$ cat src/rtl/dpram_port_arbiter_if.sv
// Requester/RAM bundle for the dpram port arbiter.
// slave = arbiter view, master = requesters plus RAM view.
interface dpram_port_arbiter_if #(
  parameter int NREQ = 4,
  parameter int AW   = 16,
  parameter int DW   = 8
);
  logic [NREQ-1:0]    rd_req;
  logic [NREQ*AW-1:0] rd_addr;
  logic [NREQ-1:0]    rd_gnt;
  logic [NREQ-1:0]    rd_vld;
  logic [DW-1:0]      rd_data;
  logic [NREQ-1:0]    wr_req;
  logic [NREQ*AW-1:0] wr_addr;
  logic [NREQ*DW-1:0] wr_data;
  logic [NREQ-1:0]    wr_gnt;
  logic [AW-1:0]      ram_raddr;
  logic [DW-1:0]      ram_dout;
  logic               ram_we;
  logic [AW-1:0]      ram_waddr;
  logic [DW-1:0]      ram_din;

  modport slave (
    input  rd_req, rd_addr, wr_req, wr_addr, wr_data, ram_dout,
    output rd_gnt, rd_vld, rd_data, wr_gnt,
    output ram_raddr, ram_we, ram_waddr, ram_din
  );

  modport master (
    output rd_req, rd_addr, wr_req, wr_addr, wr_data, ram_dout,
    input  rd_gnt, rd_vld, rd_data, wr_gnt,
    input  ram_raddr, ram_we, ram_waddr, ram_din
  );
endinterface

$ cat src/rtl/dpram_port_arbiter.sv
// Round-robin sharing of one dpram read port and one write port
// between NREQ requesters, with optional write-to-read forwarding.
module dpram_port_arbiter #(
  parameter int NREQ   = 4,
  parameter int AW     = 16,
  parameter int DW     = 8,
  parameter int RD_LAT = 1,
  parameter int FWD    = 1
) (
  input logic clk,
  input logic rst,
  dpram_port_arbiter_if.slave bus
);

  localparam int PW = (NREQ > 1) ? $clog2(NREQ) : 1;

  typedef struct packed {
    logic          hit;
    logic [PW-1:0] idx;
  } pick_t;

  function automatic pick_t pick(
    input logic [NREQ-1:0] req,
    input logic [PW-1:0]   ptr
  );
    pick_t         p;
    int            ix;
    logic [PW-1:0] ixs;
    p = '0;
    for (int k = 0; k < NREQ; k++) begin
      ix = int'(ptr) + k;
      if (ix >= NREQ) ix = ix - NREQ;
      ixs = PW'(ix);
      if (!p.hit && req[ixs]) begin
        p.hit = 1'b1;
        p.idx = ixs;
      end
    end
    return p;
  endfunction

  function automatic logic [PW-1:0] nxt(
    input logic [PW-1:0] idx
  );
    return (idx == PW'(NREQ - 1)) ? '0 : idx + 1'b1;
  endfunction

  pick_t           rd_p;
  pick_t           wr_p;
  logic [PW-1:0]   rd_ptr;
  logic [PW-1:0]   wr_ptr;
  logic [PW-1:0]   rd_last;
  logic [PW-1:0]   wr_last;
  logic [PW-1:0]   rd_sel;
  logic [PW-1:0]   wr_sel;
  logic [NREQ-1:0] rd_gnt_c;
  logic [NREQ-1:0] wr_gnt_c;
  logic [AW-1:0]   raddr;
  logic [AW-1:0]   waddr;
  logic [DW-1:0]   din;
  logic            fwd_hit;

  // Rotating-priority pick; grants are forced off during reset.
  always_comb begin
    rd_p     = pick(bus.rd_req, rd_ptr);
    wr_p     = pick(bus.wr_req, wr_ptr);
    rd_gnt_c = '0;
    wr_gnt_c = '0;
    if (!rst && rd_p.hit) rd_gnt_c[rd_p.idx] = 1'b1;
    if (!rst && wr_p.hit) wr_gnt_c[wr_p.idx] = 1'b1;
    rd_sel = rd_p.hit ? rd_p.idx : rd_last;
    wr_sel = wr_p.hit ? wr_p.idx : wr_last;
  end

  // Address/data steering from the selected lane.
  always_comb begin
    raddr = '0;
    waddr = '0;
    din   = '0;
    for (int k = 0; k < NREQ; k++) begin
      if (PW'(k) == rd_sel) raddr = bus.rd_addr[k*AW +: AW];
      if (PW'(k) == wr_sel) begin
        waddr = bus.wr_addr[k*AW +: AW];
        din   = bus.wr_data[k*DW +: DW];
      end
    end
  end

  assign fwd_hit = (FWD != 0) && (|rd_gnt_c) &&
                   (|wr_gnt_c) && (raddr == waddr);

  assign bus.rd_gnt    = rd_gnt_c;
  assign bus.wr_gnt    = wr_gnt_c;
  assign bus.ram_we    = |wr_gnt_c;
  assign bus.ram_raddr = raddr;
  assign bus.ram_waddr = waddr;
  assign bus.ram_din   = din;

  // Pointers move past each grant; last lane kept for idle muxing.
  always_ff @(posedge clk or posedge rst) begin
    if (rst) begin
      rd_ptr  <= '0;
      wr_ptr  <= '0;
      rd_last <= '0;
      wr_last <= '0;
    end else begin
      if (rd_p.hit) begin
        rd_ptr  <= nxt(rd_p.idx);
        rd_last <= rd_p.idx;
      end
      if (wr_p.hit) begin
        wr_ptr  <= nxt(wr_p.idx);
        wr_last <= wr_p.idx;
      end
    end
  end

  generate
    if (RD_LAT == 0) begin : g_lat0
      assign bus.rd_vld  = rd_gnt_c;
      assign bus.rd_data = fwd_hit ? din : bus.ram_dout;
    end else begin : g_lat1
      logic [NREQ-1:0] vld_q;
      logic            fwd_q;
      logic [DW-1:0]   fwd_d;

      // Valid and forwarded data line up with the RAM's registered dout.
      always_ff @(posedge clk or posedge rst) begin
        if (rst) begin
          vld_q <= '0;
          fwd_q <= 1'b0;
          fwd_d <= '0;
        end else begin
          vld_q <= rd_gnt_c;
          fwd_q <= fwd_hit;
          if (fwd_hit) fwd_d <= din;
        end
      end

      assign bus.rd_vld  = vld_q;
      assign bus.rd_data = fwd_q ? fwd_d : bus.ram_dout;
    end
  endgenerate

endmodule
$ cat src/flat_wrapper.sv
// flat-port wrapper written by rule: the top's interface ports become plain ports
module dpram_port_arbiter_flat 
#(
  parameter int NREQ   = 4,
  parameter int AW     = 16,
  parameter int DW     = 8,
  parameter int RD_LAT = 1,
  parameter int FWD    = 1
)
  (clk, rst, bus_rd_req, bus_rd_addr, bus_wr_req, bus_wr_addr, bus_wr_data, bus_ram_dout, bus_rd_gnt, bus_rd_vld, bus_rd_data, bus_wr_gnt, bus_ram_raddr, bus_ram_we, bus_ram_waddr, bus_ram_din);
  dpram_port_arbiter_if #(.NREQ(NREQ), .AW(AW), .DW(DW)) bus_i ();
  input logic clk;
  input logic rst;
  input wire logic [$bits(bus_i.rd_req)-1:0] bus_rd_req;
  input wire logic [$bits(bus_i.rd_addr)-1:0] bus_rd_addr;
  input wire logic [$bits(bus_i.wr_req)-1:0] bus_wr_req;
  input wire logic [$bits(bus_i.wr_addr)-1:0] bus_wr_addr;
  input wire logic [$bits(bus_i.wr_data)-1:0] bus_wr_data;
  input wire logic [$bits(bus_i.ram_dout)-1:0] bus_ram_dout;
  output wire logic [$bits(bus_i.rd_gnt)-1:0] bus_rd_gnt;
  output wire logic [$bits(bus_i.rd_vld)-1:0] bus_rd_vld;
  output wire logic [$bits(bus_i.rd_data)-1:0] bus_rd_data;
  output wire logic [$bits(bus_i.wr_gnt)-1:0] bus_wr_gnt;
  output wire logic [$bits(bus_i.ram_raddr)-1:0] bus_ram_raddr;
  output wire logic [$bits(bus_i.ram_we)-1:0] bus_ram_we;
  output wire logic [$bits(bus_i.ram_waddr)-1:0] bus_ram_waddr;
  output wire logic [$bits(bus_i.ram_din)-1:0] bus_ram_din;
  assign bus_i.rd_req = bus_rd_req;
  assign bus_i.rd_addr = bus_rd_addr;
  assign bus_i.wr_req = bus_wr_req;
  assign bus_i.wr_addr = bus_wr_addr;
  assign bus_i.wr_data = bus_wr_data;
  assign bus_i.ram_dout = bus_ram_dout;
  assign bus_rd_gnt = bus_i.rd_gnt;
  assign bus_rd_vld = bus_i.rd_vld;
  assign bus_rd_data = bus_i.rd_data;
  assign bus_wr_gnt = bus_i.wr_gnt;
  assign bus_ram_raddr = bus_i.ram_raddr;
  assign bus_ram_we = bus_i.ram_we;
  assign bus_ram_waddr = bus_i.ram_waddr;
  assign bus_ram_din = bus_i.ram_din;
  dpram_port_arbiter #(.NREQ(NREQ), .AW(AW), .DW(DW), .RD_LAT(RD_LAT), .FWD(FWD)) u_core (.clk(clk), .rst(rst), .bus(bus_i));
endmodule
$ cat config.mk
export PLATFORM = sky130hd
export DESIGN_NAME = dpram_port_arbiter_flat
export DESIGN_NICKNAME = d
export VERILOG_FILES = /design/src/rtl/dpram_port_arbiter_if.sv /design/src/rtl/dpram_port_arbiter.sv /design/src/flat_wrapper.sv
export SDC_FILE = /design/constraint.sdc
export NUM_CORES = 1
export LEC_CHECK = 0
export CORE_AREA = 5 5 90 92
export CTS_CLUSTER_SIZE = 28
export DETAILED_ROUTE_END_ITERATION = 12
export DIE_AREA = 0 0 95 97
export DONT_BUFFER_PORTS = 1
export GPL_ROUTABILITY_DRIVEN = 1
export PLACE_DENSITY = 0.63
export SYNTH_ARGS = -nofsm -noshare
export SYNTH_HDL_FRONTEND = slang
export SYNTH_SLANG_ARGS = --single-unit
$ cat constraint.sdc
create_clock -name clk -period 5.4 [get_ports clk]
set_clock_uncertainty 0.1 [all_clocks]
set_input_delay 1.62 -clock clk [delete_from_list [all_inputs] [get_ports clk]]
set_output_delay 1.62 -clock clk [all_outputs]
set_load 0.005 [all_outputs]
# [Yosys cells after proc, flatten, opt, wreduce, memory -nomap -nowiden]
# Cells that the tools add are included.
[totals] in_bits=178 latchBits=0 ramBits=0 mem_count=0 regBits=21 rom_bits=0
[classes] muxes=55 n_div=0 n_shift=0 bitwise_logic=0 n_lt_le_gt_ge=20 n_reduce_logical=23 multipliers=0 n_eq_ne=9 addsub=16
[op_table] op="2-to-1 mux 16 bit" n=8
[op_table] op="2-to-1 mux 8 bit" n=5
[op_table] op="less-than comparator 2 x 3 -> 1 bit (second input constant)" n=10
[op_table] op="2-to-1 mux 2 bit" n=12
[op_table] op="2-to-1 mux 3 bit" n=8
[op_table] op=">= comparator 3 bit (second input constant)" n=6
[op_table] op="binary-select mux 1 bit (select 2 bit)" n=8
[op_table] op="== test 16 bit" n=1
[op_table] op="subtractor 2 x 1 -> 2 bit (second input constant)" n=8
[op_table] op="adder 2 x 2 -> 3 bit (second input constant)" n=4
[op_table] op="logical AND 1 bit" n=12
[op_table] op="2-to-1 mux 1 bit" n=10
[op_table] op="== test 2 bit (first input constant)" n=4
[op_table] op="2-to-1 mux 4 bit" n=2
[op_table] op="OR reduction 4 bit" n=2
[op_table] op="zero test 1 bit" n=7
[op_table] op="adder 2 x 1 -> 3 bit (second input constant)" n=2
[op_table] op=">= comparator 2 x 3 -> 1 bit (second input constant)" n=2
[op_table] op="adder 2 x 1 -> 2 bit (second input constant)" n=2
[op_table] op="demux 1 bit (select 2 bit)" n=2
[op_table] op="== test 1 x 2 -> 1 bit (first input constant)" n=2
[op_table] op="== test 2 bit (second input constant)" n=2
[op_table] op=">= comparator 2 x 1 -> 1 bit (second input constant)" n=2
[op_table] op="zero test 2 bit" n=2

# [Depth between registers and ports, before layout]
# Gate-level depths: netlist of run 1.
[depth] depth_word=22 depth_mapped=11 ltp_nobuf=9

# [Least setup slack after synthesis of run 1]
# No wires, ideal clock.
[synth_timing] kind="input-to-output" startpoint="input bus_wr_req[2]" endpoint="output bus_ram_din[2]" t_required_ps=3680 slack_ps=137 arrival_ps=3543 path_stages=9 path_cell_list="nand2b_1 > a21o_1 > a32oi_2 > buf_2 > buf_2 > clkbuf_1 > buf_1 > a211oi_1 > a31oi_1"
[synth_between] elab_chain_len=18 elab_cells_between_ends=27 classes_between="3 x eq/ne; 17 x mux; 7 x reduce/logical"
[synth_rtl] item="from (decl)" line_no="flat_wrapper.sv:16" source="input wire logic [$bits(bus_i.wr_req)-1:0] bus_wr_req;"
[synth_rtl] item="binary-select mux 1 bit (select 2 bit)" line_no="dpram_port_arbiter.sv:34" source="if (!p.hit && req[ixs]) begin"
[synth_rtl] item="2-to-1 mux 1 bit (not written as such)" line_no="dpram_port_arbiter.sv:34"
[synth_rtl] item="2-to-1 mux 3 bit" line_no="dpram_port_arbiter.sv:34"
[synth_rtl] item="zero test 1 bit" line_no="dpram_port_arbiter.sv:34"
[synth_rtl] item="logical AND 1 bit" line_no="dpram_port_arbiter.sv:34"
[synth_rtl] item="2-to-1 mux 3 bit" line_no="dpram_port_arbiter.sv:34"
[synth_rtl] item="zero test 1 bit" line_no="dpram_port_arbiter.sv:34"
[synth_rtl] item="logical AND 1 bit" line_no="dpram_port_arbiter.sv:34"
[synth_rtl] item="2-to-1 mux 3 bit" line_no="dpram_port_arbiter.sv:34"
[synth_rtl] item="zero test 1 bit" line_no="dpram_port_arbiter.sv:34"
[synth_rtl] item="logical AND 1 bit" line_no="dpram_port_arbiter.sv:34"
[synth_rtl] item="2-to-1 mux 3 bit (*)" line_no="dpram_port_arbiter.sv:34"
[synth_rtl] item="2-to-1 mux 2 bit (*)" line_no="dpram_port_arbiter.sv:72" source="wr_sel = wr_p.hit ? wr_p.idx : wr_last;"
[synth_rtl] item="zero test 2 bit" line_no="dpram_port_arbiter.sv:82" source="if (PW'(k) == wr_sel) begin"
[synth_rtl] item="2-to-1 mux 8 bit (3 in a row)" line_no="dpram_port_arbiter.sv:82"
[synth_rtl] item="2-to-1 mux 8 bit (*)" line_no="dpram_port_arbiter.sv:82"
[synth_rtl] item="to (decl)" line_no="flat_wrapper.sv:27" source="output wire logic [$bits(bus_i.ram_din)-1:0] bus_ram_din;"
# Mark *: on every way between the ends. The rest lies on a longest branch, timed or not. The select of a mux whose other input is x is not followed.

# [Worst setup path in the final report of run 1]
[layout_timing] startpoint="input bus_wr_req[1]" endpoint="output bus_ram_din[3]"
# The elaborated chain is that of the path after synthesis.

==> metrics.md, run 1 <==
| Metric | Value |
|---|---|
| Most frequent CP cell | a211oi_1 |
| Tcrit/Tclk final | 0.944 |
| Antenna-violating nets left | 0 |
| First-pass GRT wire length | 13700 um |
| Post-synth top area share | 0.297 |
| RSZ-0062 raised after global routing | no |
| GR Overflow Total | 0 |
| Yosys reg bits | 21 |
| Most frequent cell after synthesis | mux2i_1 |
| Outcome | finished, final reports clean |
| Critical Path AT | 3.38 ns |
| Setup CP Type | input port to output pin |
| Share of flip-flops with an asynchronous set or reset | 1.00 |
| Row count | 31 |
| Power per cell area | 481 nW/um2 |
| Setup TNS | 0 ns |
| Synth Net Count | 475 |
| Post-synth EDFFs | 0 |
| Non-Filler Instances | 387 |
| Synth area leader | mux2i_1 |
| Post-synthesis cell count | 289 |
| Critical path's top delay family | compound AO/OA/AOI/OAI gates |
| Layout cell share with drive strength beyond 1 | 0.139 |
| # diodes | 0 |
| Max FO, Critical Path | 36 |
| Synth-to-Final Area Change | 7.70% |
| Largest net degree at the start of global routing | 54 |
| Vias | 2227 |
| Yosys cell types | 43 |
| Placed Cells | 383 |
| CTS Root Cell | clkbuf_8 |
| Post_cts resized | 0 |
| Clk_lat worst skew | 0.25 ns |
| Setup Fix Bufs, Post-CTS | 0 |
| DR vias/cell | 5.75 |
| Syn Std Cell Area | 2670 um2 |
| Worst slew pin tran | 1.03 ns |
| Max-slew headroom | 0.312 |
| Post-route DRC | 0 |
| Worst path cell trace | nor3b_1 -> a211oi_1 -> o21ai_4 -> buf_4 -> a211oi_1 -> a31oi_1 |
| Pins Over Slew Limit | 0 |
| Hold_buf cts | 0 |
| Clock transition at the registers of the reported paths | 0.07 ns |
| Critical Path RT | 3.68 ns |
| Routed WL | 9130 um |
| Pwr Total | 1.38 mW |
| Clk pwr share | 0.072 |
| Final setup violation count | 0 |
| Crit start category | input port |
| Post-route minimum period | 5.10 ns |
| Switching Fraction | 0.526 |
| Port buffer count | 0 |
| Die ar. | 9220 um2 |
| Core footprint | 7140 um2 |
| Vias in the first global route | 2466 |
| Synth cell count leaders | 79 x mux2i_1, 23 x nand2_1, 21 x dfrtp_1 |
| CTS buffer count | 3 |
| Peak VDD IR | 220 uV |
| Main synth FF type | dfrtp_1 |
| Static Leak | 1.33 nW |
| Int Pwr | 655 uW |
| H-tree depth | 1 |
| Die Width | 95 um |
| WP buf/inv | 1 |
| Part of the power in registers | 0.162 |
| Ranking of synthesized cells by area | mux2i_1 30%, dfrtp_1 20%, mux2_2 6.8%, xor2_1 5.3%, ha_1 3.8% |
| Synth Warn # | 0 |
| Pre-Repair DR Iteration Count | 4 |
| Initial antenna violation count | 1 |
| Register area share after synthesis | 0.197 |
| Peak Freq | 196 MHz |
| Die Span Y | 97 um |
| Initial Util | 0.373 |
| Bufs on Longest Clock Path | 2 |
| Wire length per cell | 23.6 um |
| Logic pwr share | 0.766 |
| Nets | 475 |
| Hold crit path type | flip-flop to flip-flop |
| Layout fillers | 748 |
| Critical Path End Type | output pin |
| CP max stage delay | 0.81 ns |
| Top-Level Pins | 239 |
| Endpoints failing hold | 0 |
| CTS tree | yes |
| Worst path slowest cell | o21ai_4 |
| Synthesized area per cell | 9.22 um2 |
| Initial DRC count | 87 |
| Net switching power | 726 uW |
| HPWL Detailed | 8090 um |
| GRT Total Usage | 0.189 |
| Max Cap Viol | 0 |
| # clock sinks | 21 |
| Gp weighted congestion | 0.765 |
[path summary, 6_finish.rpt]
check,cells past startpoint,to,start,slack [ns]
worst max register to register,11,u_core.g_lat1.fwd_d[3],u_core.wr_ptr[1],1.45
worst max-delay path,6,bus_ram_din[3],bus_wr_req[1],0.30
worst min-delay path,1,u_core.g_lat1.fwd_d[7],u_core.g_lat1.fwd_d[7],0.41
min in group asynchronous,1,u_core.wr_ptr[1],rst,1.30
max in group asynchronous,1,u_core.wr_ptr[0],rst,3.40
worst min register to register,1,u_core.g_lat1.fwd_d[7],u_core.g_lat1.fwd_d[7],0.41
[power groups by stage]
stage | combinational (mW) | clock, mW | sequential (mW)
after floorplan | 0.822 | 0 | 0.216
after global placement | 1.05 | 0 | 0.226
after detailed placement | 1.07 | 0 | 0.227
after CTS | 1.07 | 0.106 | 0.224
after global routing | 1.16 | 0.111 | 0.227
final | 1.06 | 0.0992 | 0.224
[kinds of logic (layout without fill, tap and decap cells)]
| kind of cell | after synthesis | count (layout) | synth area share |
|---|---|---|---|
| mux | 96 | 96 | 0.373 |
| simple gates | 81 | 81 | 0.173 |
| compound gates | 44 | 44 | 0.124 |
| buf+inv | 23 | 22 | 0.0422 |
| flops | 21 | 21 | 0.197 |
| xor+xnor | 16 | 16 | 0.0526 |
| fa+ha+maj | 8 | 8 | 0.0376 |
[metal layers]
metal / GRT usage / share of wire / vias to the layer above
met3: 0.0497 / 0.085 / 8
met2: 0.340 / 0.53 / 120
li1: - / - / 1063
met5: 0 / 0.0014 / -
met1: 0.217 / 0.37 / 1034
met4: 0.0499 / 0.015 / 2
[sequential cells by signal, indices dropped and copies added, names as in the netlist]
name	flops
u_core.g_lat1.fwd_d	8
u_core.bus.rd_vld	4
u_core.rd_last	2
u_core.rd_ptr	2
u_core.wr_last	2
u_core.wr_ptr	2
u_core.g_lat1.fwd_q	1
[layout make-up]
type | count | area, um2 | area share
Clock buffer | 3 | 41.3 | 0.0144
Clock inverter | 1 | 5.00 | 0.00174
Inverter | 8 | 30.0 | 0.0105
Multi-Input combinational cell | 245 | 2060 | 0.717
Sequential cell | 21 | 526 | 0.183
Tap cell | 99 | 124 | 0.0432
Timing Repair Buffer | 10 | 87.6 | 0.0305
[placed cells by master (no fill, tap or decap), types with 3 or more instances in the layout]
| master | n |
|---|---|
| a21oi_1 | 8 |
| ha_1 | 8 |
| clkbuf_8 | 3 |
| mux2i_1 | 79 |
| a31oi_1 | 8 |
| a22oi_1 | 8 |
| nor2b_1 | 12 |
| nand2_1 | 23 |
| mux2_2 | 16 |
| xor2_1 | 16 |
| dfrtp_1 | 21 |
| nor4_1 | 8 |
| and2_1 | 9 |
| nand2b_1 | 10 |
| nand3_1 | 3 |
| buf_4 | 9 |
| a211oi_1 | 9 |
| inv_1 | 6 |
| nor2_1 | 7 |
[stage by stage]
step / setup WS [ns] / utilization / hold WS (ns) / area, um2
CTS: 0.315 / 0.402 / 0.413 / 2870
global placement: 0.334 / 0.396 / 0.392 / 2820
detailed placement: 0.320 / 0.396 / 0.394 / 2820
floorplan: 0.137 / - / 0.372 / 2670
global route: 0.141 / 0.402 / 0.430 / 2870
finish: 0.303 / 0.402 / 0.411 / 2870
[worst reg2reg max path: stages (launching register included)]
cell and delay (ns):
dfrtp_1 0.45, nand2b_1 0.17, a21o_1 0.22, a32oi_4 0.45
buf_12 0.31, mux2i_1 0.27, a22oi_1 0.17, buf_4 0.24
xor2_1 0.15, nor4_1 0.65, nand4_4 0.31, mux2_2 0.37
(Power assumes the default switching activity.)
==> run 2, diff against run 1 <==
--- a/config.mk
+++ b/config.mk
@@ -11,7 +11,7 @@
 export DIE_AREA = 0 0 95 97
 export DONT_BUFFER_PORTS = 1
 export GPL_ROUTABILITY_DRIVEN = 1
-export PLACE_DENSITY = 0.63
+export PLACE_DENSITY = 0.47
 export SYNTH_ARGS = -nofsm -noshare
 export SYNTH_HDL_FRONTEND = slang
 export SYNTH_SLANG_ARGS = --single-unit
==> run 2 against run 1 <==
Effect of this change:
- non-clock buffer count fell by 1
- critical path depth unchanged
- register-to-register slack gained 0.24 ns
- sequential share of layout area about the same
- sequential cell count unchanged
- worst hold slack improved by 0.0028 ns
- critical endpoint is now bus_ram_raddr[8]
==> metrics.md, run 2 (synthesis results as in run 1) <==
| Metric | Value |
|---|---|
| Setup WS pre-CTS | 0.383 ns (+0.0633 ns) |
| Worst path slowest cell | nor4b_1 |
| Endpoints failing hold | 0 (unchanged) |
| Vias | 2179 (-2.2%) |
| # diodes | 0 (unchanged) |
| Pins Over Slew Limit | 0 (unchanged) |
| Setup Fix Bufs, Post-CTS | 0 (unchanged) |
| DR vias/cell | 5.65 (-1.9%) |
| Initial DRC count | 113 (+30%) |
| Die Span Y | 97 um (unchanged) |
| Gp weighted congestion | 0.759 (-0.73%) |
| Clock transition at the registers of the reported paths | 0.08 ns (about the same) |
| Layout fillers | 739 (-1.2%) |
| Max FO, Critical Path | 17 (-53%) |
| GR Overflow Total | 0 (unchanged) |
| Routed WL | 9180 um (+0.48%) |
| Outcome | finished, final reports clean |
| RSZ-0062 raised after global routing | no |
| Static Leak | 1.33 nW (about the same) |
| Pre-Repair DR Iteration Count | 4 (unchanged) |
| Post-route DRC | 0 (unchanged) |
| Critical Path RT | 3.68 ns (about the same) |
| Largest net degree at the start of global routing | 57 (+5.6%) |
| Final setup violation count | 0 (unchanged) |
| Die Width | 95 um (unchanged) |
| Top-Level Pins | 239 (unchanged) |
| Critical Path AT | 3.30 ns (-0.08 ns) |
| Final worst setup slack | 0.376 ns (+0.0727 ns) |
| CP max stage delay | 0.58 ns (-0.23 ns) |
| Die ar. | 9220 um2 (unchanged) |
| Nets | 474 (-0.21%) |
| Antenna-violating nets left | 0 (unchanged) |
| Crit start category | input port |
| Layout cell share with drive strength beyond 1 | 0.136 (-0.00300) |
| Reg2Reg Depth | 11 (unchanged) |
| Commonest non-fill, non-tap cell in the layout | mux2i_1 |
| # clock sinks | 21 (unchanged) |
| Max Cap Viol | 0 (unchanged) |
| Peak VDD IR | 216 uV (-2.1%) |
| Synth-to-Final Area Change | 7.89% |
| Worst R2R End | u_core.g_lat1.fwd_d[0] |
| CTS Root Cell | clkbuf_8 |
| Tcrit/Tclk final | 0.930 (-0.0135) |
| First-pass GRT wire length | 13500 um (-1.8%) |
| H-tree depth | 1 (unchanged) |
| Post_cts resized | 0 (unchanged) |
| Commonest non-fill, non-tap cells in the layout | 79 x mux2i_1, 23 x nand2_1, 21 x dfrtp_1 |
| Biggest register | u_core.g_lat1.fwd_d |
| Core footprint | 7140 um2 (unchanged) |
| Bufs on Longest Clock Path | 2 (unchanged) |
| Max reg flops | 8 (unchanged) |
| Setup slack, reg-to-reg | 1.69 ns (+0.24 ns) |
| Post-route minimum period | 5.02 ns (-0.0727 ns) |
| Clk_lat worst skew | 0.26 ns (about the same) |
| CTS tree | yes |
| Hold EP | u_core.g_lat1.fwd_d[7] |
| Hold_buf cts | 0 (unchanged) |
| Worst path cell trace | nor2b_1 -> nor4b_1 -> a211oi_4 -> buf_4 -> inv_2 -> mux2i_1 |
| Power per cell area | 482 nW/um2 (+0.19%) |
| Setup TNS | 0 ns (unchanged) |
| Hold path start | u_core.g_lat1.fwd_d[7] |
| Wire length per cell | 23.8 um (+0.74%) |
| GRT Total Usage | 0.189 (-0.000248) |
| CTS buffer count | 3 (unchanged) |
| Port buffer count | 0 (unchanged) |
| Critical Path End Type | output pin |
| Setup CP Type | input port to output pin |
| WP buf/inv | 2 (+1) |
| Hold crit path type | flip-flop to flip-flop |
| Initial Util | 0.373 (unchanged) |
| Vias in the first global route | 2407 (-2.4%) |
| Max-slew headroom | 0.462 (+0.150) |
| Worst slew pin tran | 0.805 ns (-0.223 ns) |
| Reg2reg start | u_core.wr_ptr[1] |
| Row count | 31 (unchanged) |
| WHS | 0.414 ns (+0.00279 ns) |
| HPWL Detailed | 8090 um (about the same) |
| Initial antenna violation count | 0 (-1) |
| Peak Freq | 199 MHz (+1.4%) |
| Hold depth | 1 (unchanged) |
| Critical path's top delay family | simple AND/OR/NAND/NOR gates |
run 2: power breakdown:
group	total, mW	switching, mW	internal [mW]
clock network	0.106	0.0542	0.0514
logic	1.06	0.646	0.412
registers	0.223	0.0294	0.193
run 2: layer usage:
| metal | vias up | track usage | wire, um |
|---|---|---|---|
| met4 | 0 | 0.0655 | 235 |
| met5 | - | 0 | 0 |
| met2 | 116 | 0.337 | 4730 |
| met1 | 997 | 0.210 | 3420 |
| met3 | 14 | 0.0535 | 786 |
| li1 | 1052 | - | - |
run 2: layout make-up:
cell class | instances | area [um2] | area share
Clock buffer | 3 | 41.3 | 0.0144
Multi-Input combinational cell | 245 | 2060 | 0.715
Clock inverter | 1 | 5.00 | 0.00174
Sequential cell | 21 | 526 | 0.183
Tap cell | 99 | 124 | 0.0431
Timing Repair Buffer | 9 | 92.6 | 0.0322
Inverter | 8 | 30.0 | 0.0104
run 2: how the worst max path moves through the flow:
stage,slack (ns),cells past startpoint,end,start
after floorplan,0.14,9,bus_ram_din[2],bus_wr_req[2]
after global placement,0.40,6,bus_ram_raddr[8],bus_rd_req[0]
after detailed placement,0.38,6,bus_ram_raddr[8],bus_rd_req[0]
after CTS,0.38,6,bus_ram_raddr[8],bus_rd_req[0]
after global routing,0.28,6,bus_ram_raddr[8],bus_rd_req[0]
final,0.38,6,bus_ram_raddr[8],bus_rd_req[0]
run 2: through the flow:
stage | cells | power (mW) | utilization | area, um2
2_1_floorplan | 289 | 1.04 | - | 2670
3_3_place_gp | 382 | 1.29 | 0.396 | 2830
3_5_place_dp | 382 | 1.30 | 0.396 | 2830
4_1_cts | 386 | 1.41 | 0.403 | 2880
5_1_grt | 386 | 1.51 | 0.403 | 2880
6_report | 386 | 1.39 | 0.403 | 2880
